### config.mk
export PLATFORM = sky130hd
export DESIGN_NAME = prog_seq
export DESIGN_NICKNAME = d
export VERILOG_FILES = /design/src/rtl/prog_seq_pkg.sv /design/src/rtl/prog_seq_cnt.sv /design/src/rtl/prog_seq.sv
export SDC_FILE = /design/constraint.sdc
export NUM_CORES = 1
export LEC_CHECK = 0
export ABC_AREA = 1
export CAP_MARGIN = 40
export CELL_PAD_IN_SITES_DETAIL_PLACEMENT = 0
export CELL_PAD_IN_SITES_GLOBAL_PLACEMENT = 1
export CORE_ASPECT_RATIO = 0.7
export CORE_MARGIN = 4
export CORE_UTILIZATION = 44
export DETAILED_ROUTE_END_ITERATION = 16
export PLACE_DENSITY_LB_ADDON = 0.1
export SETUP_SLACK_MARGIN = 0.4
export SLEW_MARGIN = 20
export SYNTH_ARGS = -nofsm -noshare
export SYNTH_HDL_FRONTEND = slang
export SYNTH_SLANG_ARGS = --single-unit
### constraint.sdc
create_clock -name clk -period 2.65 [get_ports clk]
set_input_delay 0.265 -clock clk [delete_from_list [all_inputs] [get_ports clk]]
set_output_delay 0.265 -clock clk [all_outputs]
set_load 0.01 [all_outputs]
### src/rtl/prog_seq_pkg.sv
// -----------------------------------------------------------------------------
// definitions : shared types and constants for the program run controller.
//   prog_seq_state_t : FSM state encoding (IDLE, LOAD, RUN, DONE)
//   START_ADDR       : start PC of each resident test program
//   PROG_*           : program index constants
//   sat_inc16        : 16-bit increment that sticks at 16'hFFFF
//   start_addr_of    : program index -> start PC lookup
// -----------------------------------------------------------------------------
package definitions;

  typedef enum logic [1:0] {
    ST_IDLE = 2'd0,
    ST_LOAD = 2'd1,
    ST_RUN  = 2'd2,
    ST_DONE = 2'd3
  } prog_seq_state_t;

  localparam int NUM_START = 3;

  localparam logic [7:0] START_ADDR [NUM_START] = '{8'd0, 8'd25, 8'd44};

  localparam logic [1:0] PROG_PRODUCT  = 2'd0;
  localparam logic [1:0] PROG_STRMATCH = 2'd1;
  localparam logic [1:0] PROG_CLOSEST  = 2'd2;

  function automatic logic [15:0] sat_inc16(input logic [15:0] v);
    logic [15:0] r;
    r = (v == 16'hFFFF) ? v : v + 16'd1;
    return r;
  endfunction

  // Unused index codes fall back to program 0's address.
  function automatic logic [7:0] start_addr_of(input logic [1:0] id);
    logic [7:0] a;
    a = START_ADDR[0];
    case (id)
      PROG_PRODUCT:  a = START_ADDR[0];
      PROG_STRMATCH: a = START_ADDR[1];
      PROG_CLOSEST:  a = START_ADDR[2];
      default:       a = START_ADDR[0];
    endcase
    return a;
  endfunction

endpackage

### src/rtl/prog_seq_cnt.sv
// -----------------------------------------------------------------------------
// prog_seq_cnt : 16-bit saturating up-counter with synchronous clear/enable.
//   clk    in  : clock, rising edge
//   reset  in  : asynchronous active-low reset (count -> 0)
//   clr    in  : synchronous clear, has priority over en
//   en     in  : count up by one, holding at 16'hFFFF
//   count  out : registered count value
// -----------------------------------------------------------------------------
module prog_seq_cnt (
  input  logic        clk,
  input  logic        reset,
  input  logic        clr,
  input  logic        en,
  output logic [15:0] count
);
  import definitions::*;

  logic [15:0] count_q;
  logic [15:0] count_d;

  always_comb begin
    count_d = count_q;
    if (clr) begin
      count_d = '0;
    end else if (en) begin
      count_d = sat_inc16(count_q);
    end
  end

  always_ff @(posedge clk or negedge reset) begin
    if (!reset) begin
      count_q <= '0;
    end else begin
      count_q <= count_d;
    end
  end

  assign count = count_q;

endmodule

### src/rtl/prog_seq.sv
// -----------------------------------------------------------------------------
// prog_seq : run controller that steps the core through its resident test
// programs. Holds the core in reset while presenting a start address, releases
// it, waits for halt, records the run length and moves to the next program.
//
// Parameters: NUM_PROGS (programs, prog_id wraps), RST_CYCLES (LOAD length,
// >=1), WDOG_CYCLES (RUN limit, only when PROG_SEQ_WDOG_EN is defined).
// Optional feature macro: PROG_SEQ_WDOG_EN (RUN watchdog; without it RUN waits
// for halt indefinitely and timeout stays 0).
//
// Ports:
//   clk        in  : clock, rising edge
//   reset      in  : asynchronous active-low reset
//   go         in  : start request, acted on only in IDLE
//   auto_run   in  : chain remaining programs, sampled in DONE
//   halt       in  : core halted, acted on only in RUN
//   core_reset out : active-high core/PC reset, low only in RUN
//   start_addr out : start PC of the current program
//   prog_id    out : index of the current/next program
//   busy       out : high in LOAD, RUN, DONE
//   done       out : one-cycle pulse (the DONE state) when a program finishes
//   all_done   out : set when the last program finishes, cleared by next go
//   cycles     out : RUN-cycle count of the last completed program
//   timeout    out : last completed program was ended by the watchdog
//   dbg_state  out : current FSM state
//
// go and halt are single-bit strobes with no handshake back: each is looked at
// only in the state that uses it and is otherwise dropped, never remembered.
// All outputs are registered from next-state values.
// -----------------------------------------------------------------------------
module prog_seq #(
  parameter int NUM_PROGS   = 3,
  parameter int RST_CYCLES  = 2,
  parameter int WDOG_CYCLES = 4096
) (
  input  logic                        clk,
  input  logic                        reset,
  input  logic                        go,
  input  logic                        auto_run,
  input  logic                        halt,
  output logic                        core_reset,
  output logic [7:0]                  start_addr,
  output logic [1:0]                  prog_id,
  output logic                        busy,
  output logic                        done,
  output logic                        all_done,
  output logic [15:0]                 cycles,
  output logic                        timeout,
  output definitions::prog_seq_state_t dbg_state
);
  import definitions::*;

`ifdef PROG_SEQ_WDOG_EN
  localparam bit WDOG_EN = 1'b1;
`else
  localparam bit WDOG_EN = 1'b0;
`endif

  prog_seq_state_t state_q, state_d;
  logic [1:0]  prog_id_q, prog_id_d;
  logic        all_done_q, all_done_d;
  logic [15:0] cycles_q, cycles_d;
  logic        timeout_q, timeout_d;
  logic        core_reset_q, core_reset_d;
  logic [7:0]  start_addr_q, start_addr_d;
  logic        busy_q, busy_d;
  logic        done_q, done_d;

  logic        hold_clr, hold_en;
  logic        run_clr, run_en;
  logic [15:0] hold_cnt;
  logic [15:0] run_cnt;
  logic        last_prog;
  logic        wdog_hit;

  // Counts completed LOAD cycles; zero on the first LOAD cycle.
  prog_seq_cnt u_hold_cnt (
    .clk   (clk),
    .reset (reset),
    .clr   (hold_clr),
    .en    (hold_en),
    .count (hold_cnt)
  );

  // Counts completed RUN cycles; holds k-1 during RUN cycle k.
  prog_seq_cnt u_run_cnt (
    .clk   (clk),
    .reset (reset),
    .clr   (run_clr),
    .en    (run_en),
    .count (run_cnt)
  );

  assign last_prog = (prog_id_q == 2'(NUM_PROGS - 1));
  // Fires on the edge ending RUN cycle WDOG_CYCLES.
  assign wdog_hit  = WDOG_EN && (run_cnt == 16'(WDOG_CYCLES - 1));

  always_comb begin
    state_d    = state_q;
    prog_id_d  = prog_id_q;
    all_done_d = all_done_q;
    cycles_d   = cycles_q;
    timeout_d  = timeout_q;
    hold_clr   = 1'b1;
    hold_en    = 1'b0;
    run_clr    = 1'b0;
    run_en     = 1'b0;

    case (state_q)
      ST_IDLE: begin
        if (go) begin
          state_d    = ST_LOAD;
          all_done_d = 1'b0;
          timeout_d  = 1'b0;
        end
      end
      ST_LOAD: begin
        hold_clr = 1'b0;
        hold_en  = 1'b1;
        run_clr  = 1'b1;
        if (hold_cnt == 16'(RST_CYCLES - 1)) begin
          state_d = ST_RUN;
        end
      end
      ST_RUN: begin
        run_en = 1'b1;
        if (halt || wdog_hit) begin
          state_d  = ST_DONE;
          // Count including the RUN cycle that ends on this edge.
          cycles_d  = sat_inc16(run_cnt);
          timeout_d = !halt;
          if (last_prog) begin
            prog_id_d  = PROG_PRODUCT;
            all_done_d = 1'b1;
          end else begin
            prog_id_d  = prog_id_q + 2'd1;
          end
        end
      end
      ST_DONE: begin
        // prog_id already advanced on entry, so a wrap to 0 means the
        // program that just finished was the last one.
        if (auto_run && (prog_id_q != PROG_PRODUCT)) begin
          state_d = ST_LOAD;
        end else begin
          state_d = ST_IDLE;
        end
      end
      default: begin
        state_d = ST_IDLE;
      end
    endcase

    core_reset_d = (state_d != ST_RUN);
    busy_d       = (state_d != ST_IDLE);
    done_d       = (state_d == ST_DONE);
    start_addr_d = start_addr_of(prog_id_d);
  end

  always_ff @(posedge clk or negedge reset) begin
    if (!reset) begin
      state_q      <= ST_IDLE;
      prog_id_q    <= PROG_PRODUCT;
      all_done_q   <= 1'b0;
      cycles_q     <= '0;
      timeout_q    <= 1'b0;
      core_reset_q <= 1'b1;
      start_addr_q <= START_ADDR[0];
      busy_q       <= 1'b0;
      done_q       <= 1'b0;
    end else begin
      state_q      <= state_d;
      prog_id_q    <= prog_id_d;
      all_done_q   <= all_done_d;
      cycles_q     <= cycles_d;
      timeout_q    <= timeout_d;
      core_reset_q <= core_reset_d;
      start_addr_q <= start_addr_d;
      busy_q       <= busy_d;
      done_q       <= done_d;
    end
  end

  assign core_reset = core_reset_q;
  assign start_addr = start_addr_q;
  assign prog_id    = prog_id_q;
  assign busy       = busy_q;
  assign done       = done_q;
  assign all_done   = all_done_q;
  assign cycles     = cycles_q;
  assign timeout    = timeout_q;
  assign dbg_state  = state_q;

endmodule

==> results of run 1 <==
## power by group through the flow
stage | clock (W) | combinational, W | sequential [W]
floorplan | 0 | 0.000481 | 0.00121
global placement | 0 | 0.000928 | 0.00118
detailed placement | 0 | 0.000937 | 0.00118
CTS | 0.000782 | 0.000942 | 0.00117
global route | 0.000831 | 0.00106 | 0.00119
finish | 0.000755 | 0.000929 | 0.00117
## registers in the layout, indices dropped and copies added (netlist names), 2 cells and up
name and count:
u_hold_cnt.count 16, start_addr 3, u_run_cnt.count 16, prog_id 2, dbg_state 2, cycles 16
## per-layer routing
metal	global-route usage, %	wire [um]	up-vias
li1	-	-	1386
met1	31.85	4153	1268
met2	23.55	2746	95
met3	6.011	555	9
met4	5.978	92	0
met5	0	0	-
## worst max-delay path by stage
stage	startpoint	endpoint	slack (ps)	depth (start not counted)
6_report	dbg_state[0]	start_addr[3]	730	10
5_1_grt	dbg_state[0]	start_addr[3]	510	10
4_1_cts	u_run_cnt.count[0]	cycles[8]	730	9
3_5_place_dp	u_run_cnt.count[0]	u_run_cnt.count[8]	760	9
3_3_place_gp	dbg_state[0]	start_addr[3]	810	10
2_1_floorplan	dbg_state[0]	start_addr[3]	1020	9
## synth_stat cells (3+ instances only)
master | n | area (um^2)
nand2_1 | 116 | 435.4
dfrtp_1 | 59 | 1476
inv_1 | 45 | 168.9
nor2_1 | 36 | 135.1
o21ai_0 | 30 | 150.1
nand3_1 | 26 | 130.1
nand4_1 | 12 | 75.07
ha_1 | 9 | 112.6
nor3_1 | 7 | 35.03
a31oi_1 | 6 | 37.54
clkbuf_1 | 6 | 22.52
xor2_1 | 6 | 52.55
buf_4 | 5 | 37.54
nand2_2 | 5 | 31.28
nor3_2 | 5 | 50.05
inv_2 | 4 | 15.01
a21oi_1 | 3 | 15.01
o21ai_1 | 3 | 15.01
## kinds of logic after synthesis
group	Yosys count	synth area share, %
muxes	1	0.3129
xor gates and xnor gates	7	1.916
buffers and inverters	62	8.095
adders and majority gates	9	3.520
and+or+nand+nor	214	30.00
AOI/OAI and AO/OA	51	9.073
DFF	60	46.97
other	1	0.1172
## per-stage QoR
stage	cells	area [um^2]	util, %	worst slack, ps	hold slack [ps]
after floorplan	407	3207	-	1020	-30.59
after global placement	529	3637	52.62	805.3	132.3
after detailed placement	529	3637	52.62	764.4	133.5
after CTS	546	3827	55.37	734.3	292.5
after global routing	546	3827	55.37	507.7	338.0
final	546	3827	55.37	734.2	303.3
## cell type report
cell class | instances | share of cell area, %
flip-flops and latches | 60 | 39.26
multi-input cells | 285 | 37.76
repair buffers | 42 | 10.40
inverters | 49 | 4.805
clock buffers | 12 | 4.054
well taps | 94 | 3.073
clock inverters | 4 | 0.6538
## worst register-to-register path, stage by stage, from the launching register on
cell and delay, ps:
dfrtp_1 450, inv_1 130, ha_1 250, nand2_1 100
inv_1 60, buf_4 200, o21ai_0 100, o21ai_0 120
inv_1 90, ha_1 270, inv_1 30
## what timing repair did
action | 4_1_cts | 5_1_grt
hold endpoints to repair | 8 | 0
hold buffers | 1 | 0
endpoints found under the setup margin | 0 | 0
==> reports/metrics.yaml, run 1 <==
grt_max_degree: 33
route.detailed.wl_per_inst_um: 13.82
area_growth_pct: 19.63
avgSynthCellArea_um2: 7.900
async_flop_share_pct: 100.0
cts_max_level: 3
place_hpwl_mm: 5.543
syn_inst: 405
p_per_area_nw_per_um2: 745.4
multi_input_area_um2: 1445
cp_cell_sequence: "inv_1 -> ha_1 -> nand2_1 -> inv_1 -> buf_4 -> o21ai_0 -> o21ai_0 -> inv_1 -> ha_1 -> inv_1"
critPathBufInv: 5
max_freq_mhz: 522.0
min_period_over_period_pct: 72.30
drcViolationCount: 0
initial_utilization_pct: 46.28
fin_skew_ps: 12.97
tritoncts: "yes"
cap_violations: 0
clock-sinks: 60
min_period_ps: 1916
clk_latency_ps: 340
final_cell_mix: "nand2_1, dfrtp_1, inv_1"
critPathMaxFanout: 17
nFillCells: 664
setup-violations-final: 0
routabilityCongestion: 0.9123
switching_share_pct: 35.75
drtAntennaViolNets: 0
p_leak_nw: 1.854
grt_overflow: 0
core_um2: 6913
ys_seq_elements: 60
crit_path_end_kind: "flop"
seq_area_um2: 1503
setup_tns_ps: 0
die-area_um2: 8722
hold_viol: 0
portBuffers: 34
clock_path_buffers: 2
reg2reg_to: "start_addr[3]"
crit_top_cell: "inv_1"
rsz0062_at_grt: "no"
combPwrFrac_pct: 32.6
max_stage_delay_ps: 450
vias: 2758
routed_wl_mm: 7.547
synth_seq_area_share_pct: 46.97
antenna_cells: 0
final_nets: 461
ys.flop_type: "dfrtp_1"
power_frac_clock_pct: 26.5
post_cts_resize_count: 0
ir_drop_uv: 313.0
synth_edf_count: 0
numCtsBuffers: 9
clock-root-buffer: "clkbuf_8"
hp-class: "in2async"
grt_pass1_vias: 2560
dr.first_iter.drc_count: 238
status: "finished, final reports clean"
required_ps: 2890
start_kind: "flop"
worstSetupPathType: "reg2reg"
ff2ff_path_depth: 10
mappedNetlistArea_um2: 3199
fp.dieW_um: 109.9
drive_above_1_share_pct: 10.84
seqPwrFrac_pct: 41.0
net-switching-power_w: 0.001020
dr.pass1.iters: 5
io_pins: 38
p_int_w: 0.001833
final_max_slew_viol_count: 0
yosysUniqueCellTypes: 34
grtUsageTotal_pct: 19.53
grt_pass1_wl_mm: 13.10
vias_per_cell: 5.051
num_rows: 25
cpLargestDelayFamily: "adder cells"
yosys_warnings: 0
post-cts-setup-buffers: 0
power_w: 0.002853
clk_pin_slew_ps: 70
slowest_stage: "dfrtp_1"
fp.dieH_um: 79.35
mostFrequentLayoutCell: "nand2_1"
r2r-start: "dbg_state[0]"
worst_ep_arrival_time_ps: 2160
antenna_found_initial: 0
r2r_slack_ps: 730
No activity file was read; power rests on OpenSTA's default activity.
==> inputs of run 2 (changes only) <==
--- a/config.mk
+++ b/config.mk
@@ -11,7 +11,7 @@
 export CELL_PAD_IN_SITES_GLOBAL_PLACEMENT = 1
 export CORE_ASPECT_RATIO = 0.7
 export CORE_MARGIN = 4
-export CORE_UTILIZATION = 44
+export CORE_UTILIZATION = 37
 export DETAILED_ROUTE_END_ITERATION = 16
 export PLACE_DENSITY_LB_ADDON = 0.1
 export SETUP_SLACK_MARGIN = 0.4
==> constraint.sdc (replaced) <==
create_clock -name clk -period 1.7 [get_ports clk]
set_input_delay 0.17 -clock clk [delete_from_list [all_inputs] [get_ports clk]]
set_output_delay 0.17 -clock clk [all_outputs]
set_load 0.01 [all_outputs]
==> run 2 against run 1 <==
- sequential share of layout area is 8.7 points lower
- largest cell class is now multi-input combinational cells
- critical path type unchanged
- die area up 17%
- clock skew down 3.7 ps
- global-route usage fell by 0.34 points
- power rose by 110%
- critical endpoint is now u_run_cnt.count[0]
- final area grew 30%
- critical path depth decreased by 3
==> reports/metrics.yaml, run 2 (synthesis results as in run 1) <==
antenna_found_initial: 0
route.detailed.wl_per_inst_um: 15.15
min_period_ps: 1563
cpLargestDelayFamily: "simple AND/OR/NAND/NOR gates"
crit_path_end_kind: "flop"
grt_pass1_vias: 3054
core_um2: 8443
dr.pass1.iters: 4
critPathBufInv: 2
drcViolationCount: 0
setup-violations-final: 0
area_growth_pct: 55.18
utilization_pct: 58.80
numCtsBuffers: 9
start_kind: "flop"
nFillCells: 746
grt_pass1_wl_mm: 15.37
p_leak_nw: 2.532
grt_overflow: 0
max_stage_delay_ps: 440
critPathMaxFanout: 8
place_hpwl_mm: 6.051
grtUsageTotal_pct: 19.19
cap_violations: 0
crit_top_cell: "nand2_1"
tritoncts: "yes"
status: "finished, final reports clean"
clk_latency_ps: 330
cts_max_level: 3
clock-sinks: 60
rsz0062_at_grt: "yes"
fin_skew_ps: 9.232
required_ps: 1910
p_per_area_nw_per_um2: 1212
initial_utilization_pct: 37.89
clk_pin_slew_ps: 50
cp_cell_sequence: "nand4_1 -> inv_1 -> nand3_4 -> buf_12 -> xor2_2 -> nand2_1 -> nand2_1"
final_cell_mix: "nand2_1, dfrtp_1, buf_4"
drtAntennaViolNets: 0
hp-class: "in2async"
antenna_cells: 0
dr.first_iter.drc_count: 158
routed_wl_mm: 9.440
grt_max_degree: 30
worstSetupPathType: "reg2reg"
vias: 3040
mostFrequentLayoutCell: "nand2_1"
multi_input_area_um2: 1958
vias_per_cell: 4.880
clock-root-buffer: "clkbuf_16"
tightest_slew_ps: 503.2
final_nets: 512
setup_tns_ps: 0
die-area_um2: 10220
final_max_slew_viol_count: 0
seq_area_um2: 1518
hold_viol: 0
clock_path_buffers: 2
fp.dieH_um: 85.80
fp.dieW_um: 119.1
num_rows: 28
min_period_over_period_pct: 91.92
max_freq_mhz: 639.9
ir_drop_uv: 757.7
drive_above_1_share_pct: 39.56
maxSlewHeadroom_pct: 66.45
routabilityCongestion: 0.8130
portBuffers: 34
worst_ep_arrival_time_ps: 1770
io_pins: 38
slowest_stage: "dfrtp_1"
[run 2: layout make-up]
cell class	instances	area share, %
multi-input combinational	285	39.44
sequential	60	30.57
timing repair buffer	93	16.96
clock buffer	15	5.595
inverter	49	4.309
tap	120	3.024
clock inverter	1	0.1008
[run 2: routing by layer]
| metal | track usage (%) | up-vias | part of all wire, % |
|---|---|---|---|
| met1 | 28.34 | 1449 | 50 |
| met2 | 27.22 | 75 | 42 |
| met4 | 6.099 | 0 | 1.5 |
| li1 | - | 1503 | - |
| met5 | 0 | - | 0 |
| met3 | 5.208 | 13 | 6.1 |
[run 2: stage by stage]
step	setup slack [ps]	std cells	instance area, um^2	total power [W]	hold WS (ps)
floorplan	265.1	407	3301	0.002782	-125.6
global placement	159.6	560	3801	0.003500	162.5
detailed placement	133.2	560	3801	0.003503	173.8
CTS	224.8	611	4624	0.005745	362.9
global route	69.81	623	4965	0.006372	392.0
finish	137.4	623	4965	0.006016	346.8
[run 2: where the power goes]
| part | leakage, nW | internal, W | total (W) | switching [W] |
|---|---|---|---|---|
| logic | 1.60 | 0.00114 | 0.00244 | 0.00130 |
| registers | 0.793 | 0.00166 | 0.00184 | 0.000184 |
| clock network | 0.140 | 0.00110 | 0.00174 | 0.000632 |
| total | 2.53 | 0.00390 | 0.00602 | 0.00212 |
[run 2: timing repair]
item                                    CTS  global route
buffers inserted                         34            12
resized for setup                       133            68
endpoints found under the hold margin    16             0
pin swaps                                38            31
hold buffers                              1             0
endpoints found under the setup margin   87            58
[run 2: worst paths after layout]
check | start | to | slack (ps) | depth (start not counted)
max | u_run_cnt.count[12] | u_run_cnt.count[0] | 140 | 7
min in group clk | cycles[14] | cycles[14] | 470 | 2
max reg2reg | u_run_cnt.count[12] | u_run_cnt.count[0] | 140 | 7
min reg2reg | cycles[14] | cycles[14] | 470 | 2
min | reset | u_hold_cnt.count[10] | 350 | 2
max in group asynchronous | reset | u_run_cnt.count[4] | 750 | 3
==> inputs of run 3 (changes only) <==
--- a/config.mk
+++ b/config.mk
@@ -11,7 +11,7 @@
 export CELL_PAD_IN_SITES_GLOBAL_PLACEMENT = 1
 export CORE_ASPECT_RATIO = 0.7
 export CORE_MARGIN = 4
-export CORE_UTILIZATION = 37
+export CORE_UTILIZATION = 44
 export DETAILED_ROUTE_END_ITERATION = 16
 export PLACE_DENSITY_LB_ADDON = 0.1
 export SETUP_SLACK_MARGIN = 0.4
==> constraint.sdc (replaced) <==
create_clock -name clk -period 1.9 [get_ports clk]
set_input_delay 0.19 -clock clk [delete_from_list [all_inputs] [get_ports clk]]
set_output_delay 0.19 -clock clk [all_outputs]
set_load 0.01 [all_outputs]
==> run 3 against run 2 <==
- non-clock buffer count down 24
- sequential cell count unchanged
- critical endpoint unchanged
- clock skew up 0.53 ps
- clock-buffer cell count down 3
- sequential power down 11%
- utilization up 4.1 points
- largest power group unchanged
- cell count down 7.9%
- first-iteration DRC count up 7.0%
- worst hold slack better by 38 ps
- setup slack better by 260 ps
- maximum frequency up 3.8%
==> reports/metrics.yaml, run 3 (synthesis results as in run 1) <==
status: "finished, final reports clean"
drtAntennaViolNets: 0
rsz0062_at_grt: "yes"
slowest_stage: "dfrtp_2"
antenna_found_initial: 0
io_pins: 38
pre_cts_ws_ps: 122.8
max_freq_mhz: 664.1
dr.pass1.iters: 4
place_hpwl_mm: 5.322
worstSetupPathType: "reg2reg"
clock_path_buffers: 2
drive_above_1_share_pct: 26.88
numCtsBuffers: 9
tritoncts: "yes"
fp.dieW_um: 109.9
clk_pin_slew_ps: 70
grt_max_degree: 61
routed_wl_mm: 8.109
start_kind: "flop"
vias: 2911
required_ps: 2120
fin_ws_ps: 394.2
utilization_pct: 62.95
grt_pass1_wl_mm: 13.46
min_period_ps: 1506
grt_pass1_vias: 2730
num_rows: 25
vias_per_cell: 5.071
area_growth_pct: 36.02
hold_slack_ps: 385.1
critPathMaxFanout: 6
setup_tns_ps: 0
nFillCells: 603
p_per_area_nw_per_um2: 1035
die-area_um2: 8722
route.detailed.wl_per_inst_um: 14.13
worst_ep_arrival_time_ps: 1730
min_period_over_period_pct: 79.25
cts_max_level: 3
core_um2: 6913
routabilityCongestion: 0.9099
fp.dieH_um: 79.35
ir_drop_uv: 518.5
final_max_slew_viol_count: 0
crit_top_cell: "nand2_1"
grtUsageTotal_pct: 20.02
hp-class: "in2async"
hold_viol: 0
mostFrequentLayoutCell: "nand2_1"
placedCellCount: 530
dr.first_iter.drc_count: 169
clock-root-buffer: "clkbuf_8"
multi_input_area_um2: 1714
cap_violations: 0
max_stage_delay_ps: 420
cp_cell_sequence: "ha_4 -> nand2_4 -> nor2_4 -> nand2_2 -> inv_4 -> nand3_4 -> xor2_2 -> nand2_1 -> nand2_1"
clk_latency_ps: 330
clock-sinks: 60
finalNonFillerCells: 574
ff2ff_path_depth: 9
portBuffers: 34
initial_utilization_pct: 46.28
fin_skew_ps: 9.757
grt_overflow: 0
p_leak_nw: 2.153
setup-violations-final: 0
drcViolationCount: 0
crit_path_end_kind: "flop"
final_cell_mix: "nand2_1, dfrtp_1, inv_1"
final_nets: 489
seq_area_um2: 1514
antenna_cells: 0
==> run 3: changes by cell type in the layout (fill, tap and decap cells not counted), moves of 7 or more <==
cell and change:
buf_4 -10, buf_6 -13, clkbuf_16 -9, clkbuf_8 +7, clkdlybuf4s50_1 +26, dlygate4sd2_1 -27, nand2_1 +13, nand2_2 -9
nand3_1 +10, o21ai_0 +14, o21ai_2 -8
==> run 3: where the power goes <==
part           internal (W)  total, W  switching, W
Sequential          0.00148   0.00163      0.000152
Combinational      0.000895   0.00186      0.000967
Clock              0.000505   0.00101      0.000507
Total               0.00288   0.00450       0.00163
==> run 3: worst max-delay path: cells and delay by family (launching register included) <==
kind,cells,cell delay [ps]
flip-flops,1,420
AND/OR/NAND/NOR,6,480
XOR/XNOR,1,220
adder cells (fa/ha/maj),1,180
buffers and inverters,1,90
==> run 3: path summary, 6_finish.rpt <==
path	from	endpoint	slack, ps
setup reg to reg	u_run_cnt.count[1]	u_run_cnt.count[0]	390
hold / removal	reset	busy	390
max in group asynchronous	reset	u_run_cnt.count[5]	1220
hold reg to reg	cycles[11]	cycles[11]	480
setup / recovery	u_run_cnt.count[1]	u_run_cnt.count[0]	390
min in group clk	cycles[11]	cycles[11]	480
==> run 3: layer usage <==
| layer | up-vias | part of all wire (%) | GRT usage (%) |
|---|---|---|---|
| met5 | - | 0 | 0 |
| met3 | 14 | 7.9 | 5.199 |
| li1 | 1452 | - | - |
| met2 | 106 | 39 | 25.24 |
| met1 | 1339 | 52 | 32.30 |
| met4 | 0 | 1.4 | 6.227 |
==> run 3: cell type report <==
type / instances / area share, %
Clock buffer: 12 / 3.335
Clock inverter: 4 / 0.5750
Inverter: 49 / 4.514
Multi-Input combinational cell: 286 / 39.39
Sequential cell: 60 / 34.79
Tap cell: 94 / 2.703
Timing Repair Buffer: 69 / 14.69
==> run 3: what timing repair did <==
item	4_1_cts	5_1_grt
endpoints found under the setup margin	56	57
hold endpoints to repair	59	0
hold buffers	1	0
cloned	1	0
pin swaps	7	13
buffers inserted	16	10
resized for setup	24	67
==> run 3: through the flow <==
| stage | cell area [um^2] | total power (W) |
|---|---|---|
| after floorplan | 3224 | 0.002382 |
| after global placement | 3674 | 0.002999 |
| after detailed placement | 3674 | 0.003009 |
| after CTS | 4049 | 0.004233 |
| after global routing | 4352 | 0.004815 |
| final | 4352 | 0.004504 |
